### src/rtl/alu_seq_exec.sv
// Execute-stage ALU with valid/ready handshakes on both sides.
// Single-cycle ops finish on the accept edge; shifts step one bit per cycle.
module alu_seq_exec #(
   parameter int DATA_WIDTH = 32
) (
   input  logic                  clk_i,
   input  logic                  rst_i,
   input  logic                  flush_i,
   input  logic                  in_valid_i,
   output logic                  in_ready_o,
   input  logic [3:0]            alu_control_i,
   input  logic [DATA_WIDTH-1:0] src_a_i,
   input  logic [DATA_WIDTH-1:0] src_b_i,
   output logic                  out_valid_o,
   input  logic                  out_ready_i,
   output logic [DATA_WIDTH-1:0] result_o,
   output logic                  zero_o,
   output logic                  busy_o
);
   localparam int SW = $clog2(DATA_WIDTH);

   // state  | meaning
   // IDLE   | waiting for an operation, in_ready_o high
   // SHIFT  | iterative shift in progress, one bit per cycle
   // DONE   | result held on result_o until the consumer takes it
   typedef enum logic [1:0] {ST_IDLE, ST_SHIFT, ST_DONE} state_t;

   state_t                r_state;
   logic [DATA_WIDTH-1:0] r_work;
   logic [DATA_WIDTH-1:0] r_result;
   logic [SW-1:0]         r_cnt;
   logic [3:0]            r_op;
   logic                  r_zero;
   logic                  r_out_valid;

   logic [DATA_WIDTH-1:0] w_alu;
   logic [DATA_WIDTH-1:0] w_step;
   logic [SW-1:0]         w_shamt;
   logic                  w_is_shift;

   assign w_shamt    = src_b_i[SW-1:0];
   assign w_is_shift = (alu_control_i == 4'h2) || (alu_control_i == 4'h5) ||
                       (alu_control_i == 4'h6);

   // Shift codes only reach w_alu with a zero shift amount, so they pass src_a.
   always_comb begin
      w_alu = '0;
      case (alu_control_i)
         4'h0:                w_alu = src_a_i + src_b_i;
         4'h1:                w_alu = src_a_i - src_b_i;
         4'h2, 4'h5, 4'h6:    w_alu = src_a_i;
         4'h3:                w_alu = DATA_WIDTH'($signed(src_a_i) < $signed(src_b_i));
         4'h4:                w_alu = DATA_WIDTH'(src_a_i < src_b_i);
         4'h7:                w_alu = src_a_i | src_b_i;
         4'h8:                w_alu = src_a_i ^ src_b_i;
         4'h9:                w_alu = src_a_i & src_b_i;
         default:             w_alu = '0;
      endcase
   end

   always_comb begin
      w_step = '0;
      case (r_op)
         4'h2:    w_step = {r_work[DATA_WIDTH-2:0], 1'b0};
         4'h5:    w_step = {1'b0, r_work[DATA_WIDTH-1:1]};
         4'h6:    w_step = {r_work[DATA_WIDTH-1], r_work[DATA_WIDTH-1:1]};
         default: w_step = r_work;
      endcase
   end

   always_ff @(posedge clk_i) begin
      if (rst_i) begin
         r_state     <= ST_IDLE;
         r_out_valid <= 1'b0;
         r_result    <= '0;
         r_zero      <= 1'b1;
         r_cnt       <= '0;
         r_work      <= '0;
         r_op        <= '0;
      end else if (flush_i) begin
         r_state     <= ST_IDLE;
         r_out_valid <= 1'b0;
         r_cnt       <= '0;
      end else begin
         case (r_state)
            ST_IDLE: begin
               if (in_valid_i) begin
                  if (w_is_shift && (w_shamt != '0)) begin
                     r_work  <= src_a_i;
                     r_cnt   <= w_shamt;
                     r_op    <= alu_control_i;
                     r_state <= ST_SHIFT;
                  end else begin
                     r_result    <= w_alu;
                     r_zero      <= (w_alu == '0);
                     r_out_valid <= 1'b1;
                     r_state     <= ST_DONE;
                  end
               end
            end
            ST_SHIFT: begin
               r_work <= w_step;
               r_cnt  <= r_cnt - SW'(1);
               if (r_cnt == SW'(1)) begin
                  r_result    <= w_step;
                  r_zero      <= (w_step == '0);
                  r_out_valid <= 1'b1;
                  r_state     <= ST_DONE;
               end
            end
            ST_DONE: begin
               if (out_ready_i) begin
                  r_out_valid <= 1'b0;
                  r_state     <= ST_IDLE;
               end
            end
            default: r_state <= ST_IDLE;
         endcase
      end
   end

   assign in_ready_o  = (r_state == ST_IDLE) && !rst_i;
   assign busy_o      = (r_state != ST_IDLE) && !rst_i;
   assign out_valid_o = r_out_valid;
   assign result_o    = r_result;
   assign zero_o      = r_zero;
endmodule

### config.mk
export PLATFORM = sky130hd
export DESIGN_NAME = alu_seq_exec
export DESIGN_NICKNAME = d
export VERILOG_FILES = /design/src/rtl/alu_seq_exec.sv
export SDC_FILE = /design/constraint.sdc
export NUM_CORES = 1
export LEC_CHECK = 0
export CORE_MARGIN = 3
export CORE_UTILIZATION = 30
export DETAILED_ROUTE_END_ITERATION = 8
export PLACE_DENSITY_LB_ADDON = 0.3
export SYNTH_ARGS = -nofsm -noshare
export SYNTH_HDL_FRONTEND = slang
export SYNTH_SLANG_ARGS = --single-unit
### constraint.sdc
create_clock -name clk_i -period 4.8 [get_ports clk_i]
set_input_delay 1.44 -clock clk_i [delete_from_list [all_inputs] [get_ports clk_i]]
set_output_delay 1.44 -clock clk_i [all_outputs]
set_load 0.01 [all_outputs]
* Yosys cells after proc, flatten, opt, wreduce, memory -nomap -nowiden *
Index checks and enable logic that the tools add are counted.

storage, ports and cells
  register bits after elaboration = 77
  input bits = 73

operators by class
  add/subtract/negate cells = 3
  equality and inequality tests = 20
  bitwise gates (word level) = 4
  magnitude comparators = 2
  mux-type cells = 26
  reduce and logical (&&, ||, !) cells = 22

operators by type and width
  cell                  count
  $pmux W32 S8          1
  $mux W32              5
  $pmux W32 S2          2
  $pmux W32 S3          1
  $logic_not A32 Y1     2
  $lt A32 B32 Y1        2
  $add A32 B32 Y32      1
  $and A32 B32 Y32      1
  $or A32 B32 Y32       1
  $sub A32 B32 Y32      1
  $xor A32 B32 Y32      1
  $eq A4 B3 Y1 const B  6
  $eq A4 B2 Y1 const B  3
  $mux W5               2
  $ne A2 B2 Y1 const B  5
  $pmux W5 S2           1
  $reduce_and A5 Y1     2
  $eq A4 B4 Y1 const B  2
  $mux W2               4
  $reduce_and A4 Y1     2
  $mux W1               7
  $pmux W2 S3           1
  $reduce_and A3 Y1     2
  $eq A5 B1 Y1 const B  1
  17 further kinds      21

* Depth between registers and ports, before layout *
  word-level depth = 7
  depth in mapped cells = 15

* Worst setup path before layout *
No wires, ideal clock.

  path kind = input to register
  from = input port src_a_i[0]
  to = register r_result[30] (netlist: result_o[30])
  library setup time = 0.132 ns
  arrival time = 4.569 ns
  slack = 0.099 ns
  cell stages on the path = 15
  cell sequence = inv_1 > ha_1 > fa_1 > o21ba_1 > or4_4 > a311oi_2 > or4_1 > a211oi_2 > o41a_1 > o31ai_4 > nand2b_1 > o2111ai_1 > or3b_1 > o211ai_1 > a21oi_1

on the way
  cells in the longest elaborated chain, start to end = 5
  elaborated cells on any way between the ends = 6
  classes of those cells = add/sub: 2; mux: 4

RTL lines
  item                                                         RTL line  text
  start, declared                                              12        input logic [DATA_WIDTH-1:0] src_a_i,
  $sub A32 B32 Y32 / $add A32 B32 Y32 (equally long branches)  50, 49
  $pmux W32 S8 *                                               48        case (alu_control_i)
  $mux W32 *                                                   88        if (w_is_shift && (w_shamt != '0)) begin
  $mux W32 *                                                   87        if (in_valid_i) begin
  $pmux W32 S2 *                                               85        case (r_state)
  end signal, assigned                                         94        r_result <= w_alu;
  end signal, assigned                                         105       r_result <= w_step;
  end, declared                                                30        logic [DATA_WIDTH-1:0] r_result;

Every way passes the cells marked *; elsewhere a longest branch is shown, timed or not. The select of a mux whose other input is x is not followed.
A chain may end at the register's enable or synchronous reset.

* Final worst setup path *
  from = input port src_a_i[12]
  to = register r_zero (netlist: zero_o)

on the way
  cells in the longest elaborated chain, start to end = 6
  elaborated cells on any way between the ends = 12
  classes of those cells = add/sub: 2; order compare: 2; mux: 4; bitwise: 3; reduce/logical: 1

RTL lines
  item                                      RTL line  text
  $sub A32 B32 Y32 (tied with other cells)  50        4'h1: w_alu = src_a_i - src_b_i;
  $pmux W32 S8 *                            48
  $logic_not A32 Y1 *                       95        r_zero <= (w_alu == '0);
  $mux W1 *                                 88
  $mux W1 *                                 87
  $pmux W1 S2 *                             85
  end signal, assigned                      95
  end signal, assigned                      106       r_zero <= (w_step == '0);
  end, declared                             33        logic r_zero;

Marked as above.

==> results_dict.tcl <==
set metrics [dict create \
    status "finished, final reports clean" \
    holdPathStages 2 \
    clock_sinks 77 \
    worstSetupEndpointType "register" \
    place_ws_ns -0.822 \
    arrival_ns 5.00 \
    num_vias 12589 \
    finalSetupViolations 0 \
    ys.flop_type "dfxtp_1" \
    synth_seq_cells 77 \
    wl_per_cell_um 20.5 \
    dp_cells 2159 \
    worstReg2RegEnd "zero_o" \
    final_common_cell "buf_4" \
    max_freq_mhz 211 \
    cp-endpoint "zero_o" \
    regToRegSetupSlack_ns 1.61 \
    holdBufCountCts 0 \
    fin_skew_ns 0.0123 \
    ys_async_sr_fraction_pct 0 \
    worst-r2r-cell-count 13 \
    dr.first_iter.drc_count 1477 \
    synth_top_area_share_pct 15.7 \
    grt-ovfl-total 0 \
    final_util_pct 47.0 \
    stdcell_area_um2 15000 \
    worst-setup-path-type "in -> reg" \
    synth_edf_count 0 \
    first_pass_iters 7 \
    ys_types 91 \
    place.gp.congestion 0.964 \
    slew_viol_final 0 \
    ys_warn_count 0 \
    syn-num-nets 1576 \
    swShare_pct 38.3 \
    htreeDepth 3 \
    drive_gt1_share_pct 30.8 \
    finalPower_mw 2.83 \
    detail_route.vias_per_cell 5.71 \
    grt_max_degree 86 \
    maxCapViolations 0 \
    crit_fanout 3 \
    cts_buffer_depth 2 \
    reg2reg_from "r_cnt[0]" \
    ios 109 \
    clkLatencyLatePin_ns 0.35 \
    cp.required_ns 5.06 \
    instances_no_fill 2206 \
    worst_slack_ns 0.0662 \
    syn_avg_cell_area_um2 7.09 \
    share_comb_of_total_power_pct 50.3 \
    dieArea_um2 34900 \
    p_leak_nw 6.42 \
    grt_pass1_wl_um 67900 \
    final_nets 1956 \
    dpl_cell_area_um2 13600 \
    cp-start-kind "primary input" \
    cts_buffers 9 \
    clock-root-buffer "clkbuf_16" \
    worst_pin_slew_ns 0.916 \
    start_util_pct 30.8 \
    first_global_vias 11826 \
    die_y_um 187 \
    synth_top_area_cell "dfxtp_1" \
    hold_viol 0 \
    pwr_density_cell_nw_per_um2 189 \
    dp_hpwl_um 35300 \
    rsz0062_at_grt "true" \
    final_cell_mix "buf_4 (349), nand2_1 (156), a21oi_1 (129)" \
    netlist_area_um2 9820 \
    seqPwrFrac_pct 24.1 \
    coreArea_um2 31900 \
    n_fill_cell 3225 \
    tritoncts "done" \
    p_int_mw 1.74 \
    die_w_um 187 \
    n_antenna_cell 0 \
    hp-class "reg -> reg" \
    netSwitchingPower_mw 1.08 \
    cp-startpoint "src_a_i[12]" \
    p_clk_share_pct 25.6 \
    timing.final.crit_period_ns 4.73 \
    portBuffers 108 \
    area_growth_pct 52.4 \
    clk_pin_slew_worst_paths_ns 0.07 \
    fin_crit_sh_pct 98.6 \
    final_antenna_net_count 0 \
    track_usage_pct 24.2 \
    relSlewSlack_pct 38.9 \
    antenna_found_initial 0 \
    synthTopCellsByArea "dfxtp_1 (16%), ha_1 (15%), a21oi_1 (7.2%)" \
    routed_wl_um 45200 \
    fp-row-count 65 \
    max-vdd-ir-drop_uv 151 \
    synth_cells 1386 \
    yosysSeqAreaShare_pct 15.7 \
    drc 0 \
]
[metal layers]
layer,share of wire (%),global-route usage [%],vias up
met5,0,0,-
met4,2.9,8.23,0
met3,6.6,2.72,69
met2,45,39.1,543
met1,45,33.5,6020
li1,-,-,5957
[registers in the layout, indices dropped and copies added (netlist names)]
name         flops
out_valid_o      1
r_cnt            5
r_op             4
r_state          2
r_work          32
result_o        32
zero_o           1
[power groups by stage]
stage / Clock (mW) / Combinational, mW / Sequential, mW
floorplan: 0 / 0.598 / 0.697
global placement: 0 / 1.24 / 0.695
detailed placement: 0 / 1.24 / 0.695
CTS: 0.733 / 1.31 / 0.681
global route: 0.768 / 1.52 / 0.684
finish: 0.726 / 1.42 / 0.682
[worst max-delay path, stage by stage]
cell             delay [ns]
clkdlybuf4s50_1        0.49
inv_2                  0.05
ha_4                   0.29
nor4_4                 0.06
o21a_1                 0.10
a311o_1                0.33
or4_4                  0.57
a211oi_4               0.30
buf_4                  0.17
nor2_1                 0.05
a2111oi_2              0.21
a21oi_1                0.10
nor3b_1                0.18
and4_1                 0.26
nand4_1                0.14
o31ai_2                0.26
[metrics by stage]
| stage | hold WS (ns) | TNS [ns] |
|---|---|---|
| after floorplan | 0.436 | 0 |
| after CTS | 0.453 | 0 |
| after detailed placement | 0.444 | -9.18 |
| after global placement | 0.442 | -8.48 |
| after global routing | 0.478 | -0.128 |
| final | 0.449 | 0 |
[how the worst min path moves through the flow]
stage | startpoint | end | slack [ns]
global placement | result_o[15] | result_o[15] | 0.44
floorplan | r_cnt[4] | r_cnt[4] | 0.44
CTS | result_o[16] | result_o[16] | 0.45
detailed placement | result_o[16] | result_o[16] | 0.44
finish | result_o[14] | result_o[14] | 0.45
global route | result_o[14] | result_o[14] | 0.48
[logic make-up (layout without fill, tap and decap cells)]
kind of cell,count (synthesis),after routing,synth area share (%)
buffers and inverters,203,588,8.24
adder cells (fa/ha/maj),117,117,15.1
flip-flops,77,77,15.7
AO/OA/AOI/OAI,508,508,36.6
XOR/XNOR,3,3,0.268
AND/OR/NAND/NOR,473,473,23.6
multiplexers,5,5,0.510
[layout make-up]
cell class                 instances  area [um^2]  area share (%)
multi-input combinational       1106         8270            55.3
timing repair buffer             472         3930            26.2
sequential                        77         1540            10.3
tap                              435          544            3.64
inverter                         100          378            2.52
clock buffer                       9          225            1.50
clock inverter                     7         80.1           0.535
[timing repair]
action,4_1_cts,5_1_grt
gates resized for setup,71,149
setup buffers,21,12
endpoints found under the setup margin,15,13
pin swaps,19,51
[cells in the mapped netlist, types with 7 or more instances]
library cell  count
nand2_1         159
a21oi_1         142
ha_1            115
nor2_1          112
inv_1           100
dfxtp_1          77
clkbuf_1         71
o21ai_0          58
o211ai_1         55
nor3_1           32
a222oi_1         31
nand3_1          29
a211oi_1         26
a21o_1           24
buf_2            23
nand4_1          20
nor4_1           18
a221oi_1         17
a31oi_1          17
nand2b_1         17
o31ai_1          17
o221ai_1         15
nor2b_1          13
o22ai_1          12
a311oi_1          8
nand3b_1          8
or2_2             8
a2111oi_0         7
and2_1            7
and3_1            7
No activity file was read; power rests on OpenSTA's default activity.
